## src/rtl/vector_pkg.sv

```systemverilog
// Shared types and screen constants for the cursor/click front end.
package vector_pkg;

  typedef enum logic [1:0] {ARMED, COOLDOWN, WAIT_RELEASE} click_state_t;

  localparam int SCREEN_MIN = 0;
  localparam int SCREEN_MAX = 255;

endpackage

```

## src/rtl/cursor_axis.sv

```systemverilog
// One cursor axis: scale the delta, add it to the position, clamp, and register.
module cursor_axis
  import vector_pkg::*;
#(
  parameter int OUT_WIDTH   = 8,
  parameter int DELTA_WIDTH = 9,
  parameter int SHIFT       = 1,
  parameter int MIN         = SCREEN_MIN,
  parameter int MAX         = SCREEN_MAX,
  parameter int RESET       = 128
) (
  input  logic                   clk,
  input  logic                   rst,
  input  logic                   valid,
  input  logic [DELTA_WIDTH-1:0] delta,
  input  logic                   recenter,
  output logic [OUT_WIDTH-1:0]   cursor
);

  // Wide enough that no 8-bit position plus 9-bit delta can overflow.
  localparam int SW = OUT_WIDTH + DELTA_WIDTH + 1;
  localparam logic signed [SW-1:0] MIN_S = SW'(MIN);
  localparam logic signed [SW-1:0] MAX_S = SW'(MAX);

  logic signed [DELTA_WIDTH-1:0] d;
  logic signed [SW-1:0]          d_ext;
  logic signed [SW-1:0]          cur_ext;
  logic signed [SW-1:0]          sum;
  logic [OUT_WIDTH-1:0]          nxt;

  assign d       = $signed(delta) >>> SHIFT;
  assign d_ext   = {{(SW-DELTA_WIDTH){d[DELTA_WIDTH-1]}}, d};
  assign cur_ext = {{(SW-OUT_WIDTH){1'b0}}, cursor};
  assign sum     = cur_ext + d_ext;

  // Saturate at the axis bounds instead of wrapping.
  always_comb begin
    nxt = sum[OUT_WIDTH-1:0];
    if (sum < MIN_S)      nxt = OUT_WIDTH'(MIN);
    else if (sum > MAX_S) nxt = OUT_WIDTH'(MAX);
  end

  // Position register; recenter wins over a same-cycle packet.
  always_ff @(posedge clk or negedge rst) begin
    if (!rst)          cursor <= OUT_WIDTH'(RESET);
    else if (recenter) cursor <= OUT_WIDTH'(RESET);
    else if (valid)    cursor <= nxt;
  end

endmodule

```

## src/rtl/cursor_ctrl.sv

```systemverilog
// Mouse packets -> absolute cursor plus a rate-limited one-cycle fire pulse.
module cursor_ctrl
  import vector_pkg::*;
#(
  parameter int OUT_WIDTH       = 8,
  parameter int DELTA_WIDTH     = 9,
  parameter int SHIFT           = 1,
  parameter int X_MIN           = SCREEN_MIN,
  parameter int X_MAX           = SCREEN_MAX,
  parameter int Y_MIN           = SCREEN_MIN,
  parameter int Y_MAX           = SCREEN_MAX,
  parameter int X_RESET         = 128,
  parameter int Y_RESET         = 128,
  parameter int COOLDOWN_CYCLES = 20_000_000
) (
  input  logic                   clk,
  input  logic                   rst,
  input  logic                   mouse_valid,
  input  logic [DELTA_WIDTH-1:0] mouse_dx,
  input  logic [DELTA_WIDTH-1:0] mouse_dy,
  input  logic                   mouse_left,
  input  logic                   enable,
  input  logic                   recenter,
  output logic [OUT_WIDTH-1:0]   xcursor,
  output logic [OUT_WIDTH-1:0]   ycursor,
  output logic                   button_click,
  output logic                   cooldown_busy
);

  localparam int CW = (COOLDOWN_CYCLES > 1) ? $clog2(COOLDOWN_CYCLES) : 1;

  click_state_t  state;
  logic [CW-1:0] cnt;
  logic          left_q;

  cursor_axis #(
    .OUT_WIDTH(OUT_WIDTH), .DELTA_WIDTH(DELTA_WIDTH), .SHIFT(SHIFT),
    .MIN(X_MIN), .MAX(X_MAX), .RESET(X_RESET)
  ) u_x (
    .clk(clk), .rst(rst), .valid(mouse_valid), .delta(mouse_dx),
    .recenter(recenter), .cursor(xcursor)
  );

  // Positive dy moves the cursor up, i.e. toward larger y.
  cursor_axis #(
    .OUT_WIDTH(OUT_WIDTH), .DELTA_WIDTH(DELTA_WIDTH), .SHIFT(SHIFT),
    .MIN(Y_MIN), .MAX(Y_MAX), .RESET(Y_RESET)
  ) u_y (
    .clk(clk), .rst(rst), .valid(mouse_valid), .delta(mouse_dy),
    .recenter(recenter), .cursor(ycursor)
  );

  // Click FSM: fire on a press when armed, lock out for the cooldown, and
  // require a release before re-arming if the button is still held.
  always_ff @(posedge clk or negedge rst) begin
    if (!rst) begin
      state         <= ARMED;
      cnt           <= '0;
      left_q        <= 1'b0;
      button_click  <= 1'b0;
      cooldown_busy <= 1'b0;
    end else begin
      button_click <= 1'b0;
      if (mouse_valid) left_q <= mouse_left;
      case (state)
        ARMED: begin
          if (mouse_valid && mouse_left && enable) begin
            button_click  <= 1'b1;
            cooldown_busy <= 1'b1;
            cnt           <= CW'(COOLDOWN_CYCLES - 1);
            state         <= COOLDOWN;
          end
        end
        COOLDOWN: begin
          if (cnt == '0) begin
            cooldown_busy <= 1'b0;
            state         <= left_q ? WAIT_RELEASE : ARMED;
          end else begin
            cnt <= cnt - CW'(1);
          end
        end
        WAIT_RELEASE: begin
          if (mouse_valid && !mouse_left) state <= ARMED;
        end
        default: state <= ARMED;
      endcase
    end
  end

endmodule

```

## config.mk

```make
export PLATFORM = sky130hd
export DESIGN_NAME = cursor_ctrl
export DESIGN_NICKNAME = d
export VERILOG_FILES = /design/src/rtl/vector_pkg.sv /design/src/rtl/cursor_axis.sv /design/src/rtl/cursor_ctrl.sv
export SDC_FILE = /design/constraint.sdc
export NUM_CORES = 1
export LEC_CHECK = 0
export BUFFER_PORTS_ARGS = -buffer_cell sky130_fd_sc_hd__buf_4
export CORE_MARGIN = 5
export CORE_UTILIZATION = 62
export DETAILED_ROUTE_END_ITERATION = 8
export GPL_ROUTABILITY_DRIVEN = 0
export PLACE_DENSITY = 0.91
export SLEW_MARGIN = 30
export SYNTH_ARGS = -nofsm -noshare
export SYNTH_HDL_FRONTEND = slang
export SYNTH_SLANG_ARGS = --single-unit
```

## constraint.sdc

```tcl
create_clock -name clk -period 4.4 [get_ports clk]
set_input_delay 0.44 -clock clk [delete_from_list [all_inputs] [get_ports clk]]
set_output_delay 0.44 -clock clk [all_outputs]
set_load 0.03 [all_outputs]
```

# Word level (Yosys, flattened, before mapping)
# Index checks and enable logic that the tools add are counted.
# W data, S select, Z words.
# op_classes
n_mux,21
reduce_logical,11
add_sub_neg,3
order_cmp,4
n_eq_ne,6
# ops
op,n
$mux W8,8
$mux W25,2
$pmux W25 S2,1
$gt A18 B9 Y1 const B,2
$lt A18 B1 Y1 const B,2
$logic_not A25 Y1,1
$sub A25 B1 Y25 const B,1
$add A9 B8 Y10,2
$reduce_and A3 Y1,3
$mux W2,4
$ne A2 B2 Y1 const B,4
$pmux W2 S3,1
$mux W1,4
$reduce_bool A2 Y1,2
$logic_and A1 B1 Y1,3
$eq A2 B1 Y1 const B,1
$eq A2 B2 Y1 const B,1
$logic_not A2 Y1,1
$pmux W1 S2,1
$logic_not A1 Y1,1
# totals
inputBits,24
reg_bits,46
out_inout_bits,18
elab_cells,52

# Logic depth before layout (Yosys ltp)
# Gate-level depths: netlist of run 1.
# logic_depth
ltp_word,6
ltp_mapped,10

# Cells and area by module
# From an unflattened synthesis of run 1, not the netlist that was laid out.
# unflattened
hier_cells,367
area_unflattened_um2,3308.2
# by_module_without_submodules
module,cells_per_inst,area_per_inst_um2,instances
cursor_ctrl,165,1625.3,1
cursor_axis at u_y,108,873.3,1
cursor_axis at u_x,94,809.5,1

# Worst setup path after synthesis of run 1
# No wires, ideal clock.
# synth_timing
path_type,reg-to-reg
startpoint,register u_y.cursor[0]
endpoint,register u_y.cursor[7]
t_arrival_ps,2663
required_ps,4319
stages_incl_launch_ff,10
path_slack_ps,1655
cell_sequence,dfrtp_1 -> ha_1 -> inv_1 -> fa_1 -> nor2b_1 -> o31a_1 -> o21ai_0 -> nor4b_1 -> o311ai_0 -> o211ai_1
# synth_between
elab_chain_len,6
elab_cells_between_ends,7
classes_between,1 x add/sub; 2 x order compare; 4 x mux
# synth_rtl
item,line_no,rtl
"start, declared",cursor_axis.sv:17,output logic [OUT_WIDTH-1:0] cursor
"start signal, assigned",cursor_axis.sv:45,if (!rst) cursor <= OUT_WIDTH'(RESET);
"start signal, assigned",cursor_axis.sv:46,else if (recenter) cursor <= OUT_WIDTH'(RESET);
"start signal, assigned",cursor_axis.sv:47,else if (valid) cursor <= nxt;
$add A9 B8 Y10 (*),cursor_axis.sv:34,assign sum = cur_ext + d_ext;
$gt A18 B9 Y1,cursor_axis.sv:40,else if (sum > MAX_S) nxt = OUT_WIDTH'(MAX);
$mux W8,cursor_axis.sv:40,
$mux W8 (*),cursor_axis.sv:39,if (sum < MIN_S) nxt = OUT_WIDTH'(MIN);
$mux W8 (*),cursor_axis.sv:47,
$mux W8 (*),cursor_axis.sv:46,
# Every way passes the cells marked *; elsewhere a longest branch is shown, timed or not. The select of a mux whose other input is x is not followed.
# A chain may end at the register's enable or synchronous reset.

# Worst setup path in the final report of run 1
# layout_timing
startpoint,register u_x.cursor[0]
endpoint,register u_x.cursor[4]
# layout_between
elab_chain_len,6
elab_cells_between_ends,7
classes_between,1 x add/sub; 2 x order compare; 4 x mux
# layout_rtl
item,line_no
"start, declared",cursor_axis.sv:17
"start signal, assigned",cursor_axis.sv:45
"start signal, assigned",cursor_axis.sv:46
"start signal, assigned",cursor_axis.sv:47
$add A9 B8 Y10 (*),cursor_axis.sv:34
$gt A18 B9 Y1,cursor_axis.sv:40
$mux W8,cursor_axis.sv:40
$mux W8 (*),cursor_axis.sv:39
$mux W8 (*),cursor_axis.sv:47
$mux W8 (*),cursor_axis.sv:46
# Marked as above.

==> results of run 1 <==
==> cells by family (layout without fill, tap and decap cells) <==
family	Yosys count	count (layout)	share of synthesized area, %
flip-flops	46	46	39.1
buffers and inverters	25	65	3.48
XOR/XNOR	21	21	6.23
adder cells (fa/ha/maj)	21	21	9.41
AO/OA/AOI/OAI	89	89	20.1
AND/OR/NAND/NOR	126	126	21.7
==> report_power, final <==
| group | switching, mW | leakage (nW) | internal [mW] |
|---|---|---|---|
| Combinational | 0.189 | 0.867 | 0.145 |
| Sequential | 0.0651 | 0.545 | 0.490 |
| Clock | 0.150 | 0.0585 | 0.170 |
==> worst max-delay path: cells and delay by family (launching register included) <==
family | cells | cell delay (ns)
AO/OA/AOI/OAI | 4 | 1.11
adder cells (fa/ha/maj) | 2 | 0.63
AND/OR/NAND/NOR | 2 | 0.55
flip-flops | 1 | 0.38
buffers and inverters | 1 | 0.07
==> layout by cell type, fill, tap and decap left out, types with 7 or more instances in the layout <==
cell type,count
nor3_1,18
xnor2_1,13
ha_1,19
or3_1,8
nand2_1,28
nor4_1,8
inv_1,16
o21ai_0,26
buf_4,41
a21oi_1,15
dfrtp_1,44
nor2_1,27
a211oi_1,7
nand3_1,11
xor2_1,8
==> routing by layer <==
layer,wire [um],vias to the layer above
li1,-,1287
met1,2940,1266
met2,3460,82
met3,377,9
met4,71,0
met5,0,-
==> area by class of cell <==
cell class,instances,area [sq um],share of cell area (%)
multi-input cells,257,1700,49.9
flip-flops and latches,46,1150,33.9
repair buffers,41,308,9.06
clock buffers,5,68.8,2.03
well taps,54,67.6,1.99
inverters,16,60.1,1.77
clock inverters,3,43.8,1.29
==> registers in the layout, summed over array words and instances (netlist names) <==
signal / count
state: 2
left_q: 1
button_click: 1
cooldown_busy: 1
u_y.cursor: 8
u_x.cursor: 8
cnt: 25
==> final timing paths <==
path	to	startpoint	slack, ns	cells past startpoint
setup / recovery	u_x.cursor[4]	u_x.cursor[0]	1.60	9
hold / removal	cnt[22]	rst	0.14	1
setup reg to reg	u_x.cursor[4]	u_x.cursor[0]	1.60	9
hold reg to reg	cnt[9]	cnt[9]	0.50	1
max in group asynchronous	u_y.cursor[0]	rst	3.87	1
min in group clk	u_x.cursor[7]	recenter	0.38	3
==> metrics by stage <==
step,hold slack [ns],cell area [sq um],utilization (%),setup slack [ns],std cells
after detailed placement,0.480,3290,70.5,1.52,414
after global routing,0.182,3400,72.9,1.40,422
after global placement,0.476,3280,70.4,1.63,414
final,0.135,3400,72.9,1.60,422
after floorplan,0.144,2950,-,1.66,328
after CTS,0.156,3400,72.9,1.63,422
==> metrics.txt, run 1 <==
Layout fillers 336; DRT iter0 DRCs 148; Synth area leaders dfrtp_1 (37%), ha_1 (8.1%), o21ai_0 (4.4%); headroom to the max-slew limit 43.9%; busiest grt layer met2; top post-synthesis cells by count dfrtp_1 (44), nand2_1 (28), nor2_1 (28), o21ai_0 (26), ha_1 (19); CTS tree yes; antenna violations before repair 0; slowest stage delay, CP 0.51 ns; Power, Total 1.21 mW; synth warn 0; CTS Buf Count 5; Critical Path AT 3.04 ns; DR vias/cell 6.27; Maximum Capacitance Violations 0; top_reg_cell synth dfrtp_1; Pins Over Slew Limit 0; most instantiated library cell after synthesis dfrtp_1; Site Rows 25; Power Dens Cells 356 nW/um^2; met1 Resource Use GR 28.7%; Die ar. 6240 sq um; clock root cell clkbuf_8; Starting Density 63.3%; EDFF count, synth 0; Port Buffer Count 39; Async S/R FF share, synth 100%; final hold vios 0; Clk Latency, worst-skew pair 0.30 ns; Yosys top cell by area dfrtp_1; GR Layer Usage met3 3.74%; Sink Count 46; TritonRoute pass-1 iters 5; Static Leak 1.47 nW; GRT Util Overall 23.0%; synth-to-layout area growth 15.2%; CP Data Required Time 4.64 ns; fin crit share 63.7%; Setup violations, final 0; setup repair bufs after CTS 0; startpoint types flop; Synthesized Nets 373; Post-DP HPWL 5070 um; Worst-Margin Slew 0.834 ns; # DRC 0; Synth top area share 37.3%; Inserted Diodes 0; final antenna-violating net count 0; core area 4660 sq um; clock-pin transition on the worst setup and hold timing paths 0.09 ns; post-synthesis cell area 2950 sq um; crit path time final 2.80 ns; final setup TNS 0 ns; RSZ-0062 raised after global routing no; met2 usage 41.6%; crit end category flop; via count 2644; CTS Hold Bufs 0; GRT overflow 0; register bit total from synthesis 46; Post-Syn Area per Cell 8.99 sq um; drt wl/cell 16.2 um; status finished, final reports clean; cts repair resizes 0; Syn Inst Count 328; Routed WL 6860 um; clk_skew 0.00880 ns; HP Class in -> async; H-tree levels 2; layout cells sized above 1 16.6%; io pins 42; CP Cell Sequence ha_1 -> inv_1 -> fa_1 -> nor2b_1 -> o31a_1 -> o21ai_0 -> or3_1 -> a21boi_1 -> a221o_1; clk buf depth 2; die width 79.0 um; max frequency 357 MHz; vias in the first global route 2596; worst vdd ir 0.200 mV; Chip Height 79.0 um; CP max stage cell a21boi_1; post-synth cell types 54; largest net degree at the start of global routing 47; Layout Nets 412; Max FO, Critical Path 6; register area share after synthesis 39.1%; Crit Path Category reg -> reg; global-route wire length before repair 11600 um
No activity file was read; power rests on OpenSTA's default activity.
==> run 2, diff against run 1 <==
--- a/config.mk
+++ b/config.mk
@@ -7,10 +7,10 @@
 export LEC_CHECK = 0
 export BUFFER_PORTS_ARGS = -buffer_cell sky130_fd_sc_hd__buf_4
 export CORE_MARGIN = 5
-export CORE_UTILIZATION = 62
+export CORE_UTILIZATION = 52
 export DETAILED_ROUTE_END_ITERATION = 8
 export GPL_ROUTABILITY_DRIVEN = 0
-export PLACE_DENSITY = 0.91
+export PLACE_DENSITY = 0.82
 export SLEW_MARGIN = 30
 export SYNTH_ARGS = -nofsm -noshare
 export SYNTH_HDL_FRONTEND = slang
==> constraint.sdc (replaced) <==
create_clock -name clk -period 2.4 [get_ports clk]
set_input_delay 0.24 -clock clk [delete_from_list [all_inputs] [get_ports clk]]
set_output_delay 0.24 -clock clk [all_outputs]
set_load 0.03 [all_outputs]
==> run 2 against run 1 <==
Against the previous run:
- core utilization down 4.7 points
- critical path depth down 3
- count of clock-buffer cells in the layout unchanged
- largest cell class unchanged
- critical endpoint is now cnt[0]
- worst setup slack worse by 1.5 ns
- first-iteration DRC count down 27%
- fmax up 20%
- total power up 84%
==> metrics.txt, run 2 (same netlist as run 1, synthesis figures left out) <==
status finished, final reports clean; Setup violations, final 0; DR vias/cell 5.78; HP Class in -> reg; global-route wire length before repair 11700 um; layout cells sized above 1 28.5%; max frequency 428 MHz; Largest regs cnt (25), u_x.cursor (8), u_y.cursor (8); Finished Cell Area 3760 sq um; placed insts 456; Layout fillers 410; Worst-Margin Slew 0.576 ns; Starting Density 53.6%; Die ar. 7280 sq um; die width 85.3 um; antenna violations before repair 0; Power Dens Cells 593 nW/um^2; switching power 788 uW; clock root cell clkbuf_8; final std cells w/o fill 468; clock-pin transition on the worst setup and hold timing paths 0.10 ns; Chip Height 85.3 um; final setup TNS 0 ns; Reg2Reg Setup Slack 0.07 ns; most common cell after layout, fill and taps aside buf_4; final antenna-violating net count 0; Port Buffer Count 39; CP Data Required Time 2.60 ns; switch share 35.4%; fin crit share 97.3%; clk buf depth 2; # DRC 0; Post-DP HPWL 5210 um; via count 2703; GRT Util Overall 19.5%; synth-to-layout area growth 27.3%; startpoint types flop; Critical Path AT 2.53 ns; Clock Power Share 22.6%; Max FO, Critical Path 8; RSZ-0062 raised after global routing yes; Cell Int Power 1.44 mW; CTS Buf Count 5; H-tree levels 2; TritonRoute pass-1 iters 4; core area 5510 sq um; Static Leak 1.62 nW; CTS tree yes; drt wl/cell 15.2 um; final setup margin 0.0659 ns; Setup Slack @ Placement -0.0325 ns; clk_skew 0.0121 ns; most frequent cells in the layout buf_4 (68), dfrtp_1 (42), nand2_1 (28); Crit Path Category reg -> reg; crit end category flop; Site Rows 27; final hold vios 0; Largest register FFs 25; io pins 42; Maximum Capacitance Violations 0; combinational share of power 32.1%; headroom to the max-slew limit 61.6%; Inserted Diodes 0; Pins Over Slew Limit 0; Reg with most FFs cnt; GRT overflow 0; worst vdd ir 0.256 mV; multi-input logic area 1840 sq um; Sink Count 46; Routed WL 7120 um; crit path time final 2.33 ns; Layout Nets 440; vias in the first global route 2591; Clk Latency, worst-skew pair 0.32 ns; Placed Area 3500 sq um; DRT iter0 DRCs 108; Seq. cell area 1160 sq um; largest net degree at the start of global routing 47; Sequential Power Share 45.3%
[run 2: changes by cell type in the layout (fill, tap and decap cells not counted), sizes merged]
cell,change
buf,+27
clkinv,-1
bufinv,-1
dlygate4sd3,+1
clkinvlp,+2
[run 2: stage by stage]
stage               hold slack, ns  util, %  total power [mW]
finish                       0.158     68.2              2.23
global placement             0.275     63.6              1.65
global route                 0.165     68.2              2.37
floorplan                  -0.0556        -              1.45
CTS                          0.150     65.8              2.18
detailed placement           0.284     63.6              1.68
[run 2: what timing repair did]
item	CTS	global route
gates cloned	0	0
pin swaps	0	8
hold buffers	1	0
gates resized for setup	4	28
setup buffers	0	3
endpoints found under the hold margin	44	0
setup endpoints to repair	13	30
[run 2: area by class of cell]
cell class	instances	area share (%)
Clock inverter	3	0.633
Inverter	16	1.60
Timing Repair Buffer	69	13.9
Clock buffer	5	1.83
Tap cell	72	2.40
Sequential cell	46	30.8
Multi-Input combinational cell	257	48.9
[run 2: metal layers]
layer / part of all wire [%] / track usage, % / wire (um)
met1: 43 / 24.3 / 3100
met2: 52 / 35.2 / 3700
met3: 3.1 / 2.91 / 220
met4: 1.5 / 4.75 / 110
met5: 0 / 0 / 0
[run 2: path summary, 6_finish.rpt]
check,startpoint,to,depth (start not counted)
setup / recovery,cnt[17],cnt[0],6
hold / removal,recenter,u_x.cursor[7],3
setup reg to reg,cnt[17],cnt[0],6
hold reg to reg,cnt[9],cnt[9],1
max in group asynchronous,rst,u_y.cursor[0],2
min in group asynchronous,rst,cnt[24],2
[run 2: power groups by stage]
| stage | logic, mW | registers [mW] | clock network, mW |
|---|---|---|---|
| floorplan | 0.406 | 1.05 | 0 |
| global placement | 0.638 | 1.01 | 0 |
| detailed placement | 0.664 | 1.02 | 0 |
| CTS | 0.671 | 1.00 | 0.507 |
| global route | 0.790 | 1.03 | 0.549 |
| finish | 0.714 | 1.01 | 0.504 |
[run 2: worst max-delay path, stage by stage (launching register included)]
cell,delay (ns)
dfrtp_1,0.41
or4_4,0.53
or4_4,0.55
o311a_4,0.37
or2_4,0.24
nor2_2,0.07
a21oi_1,0.04
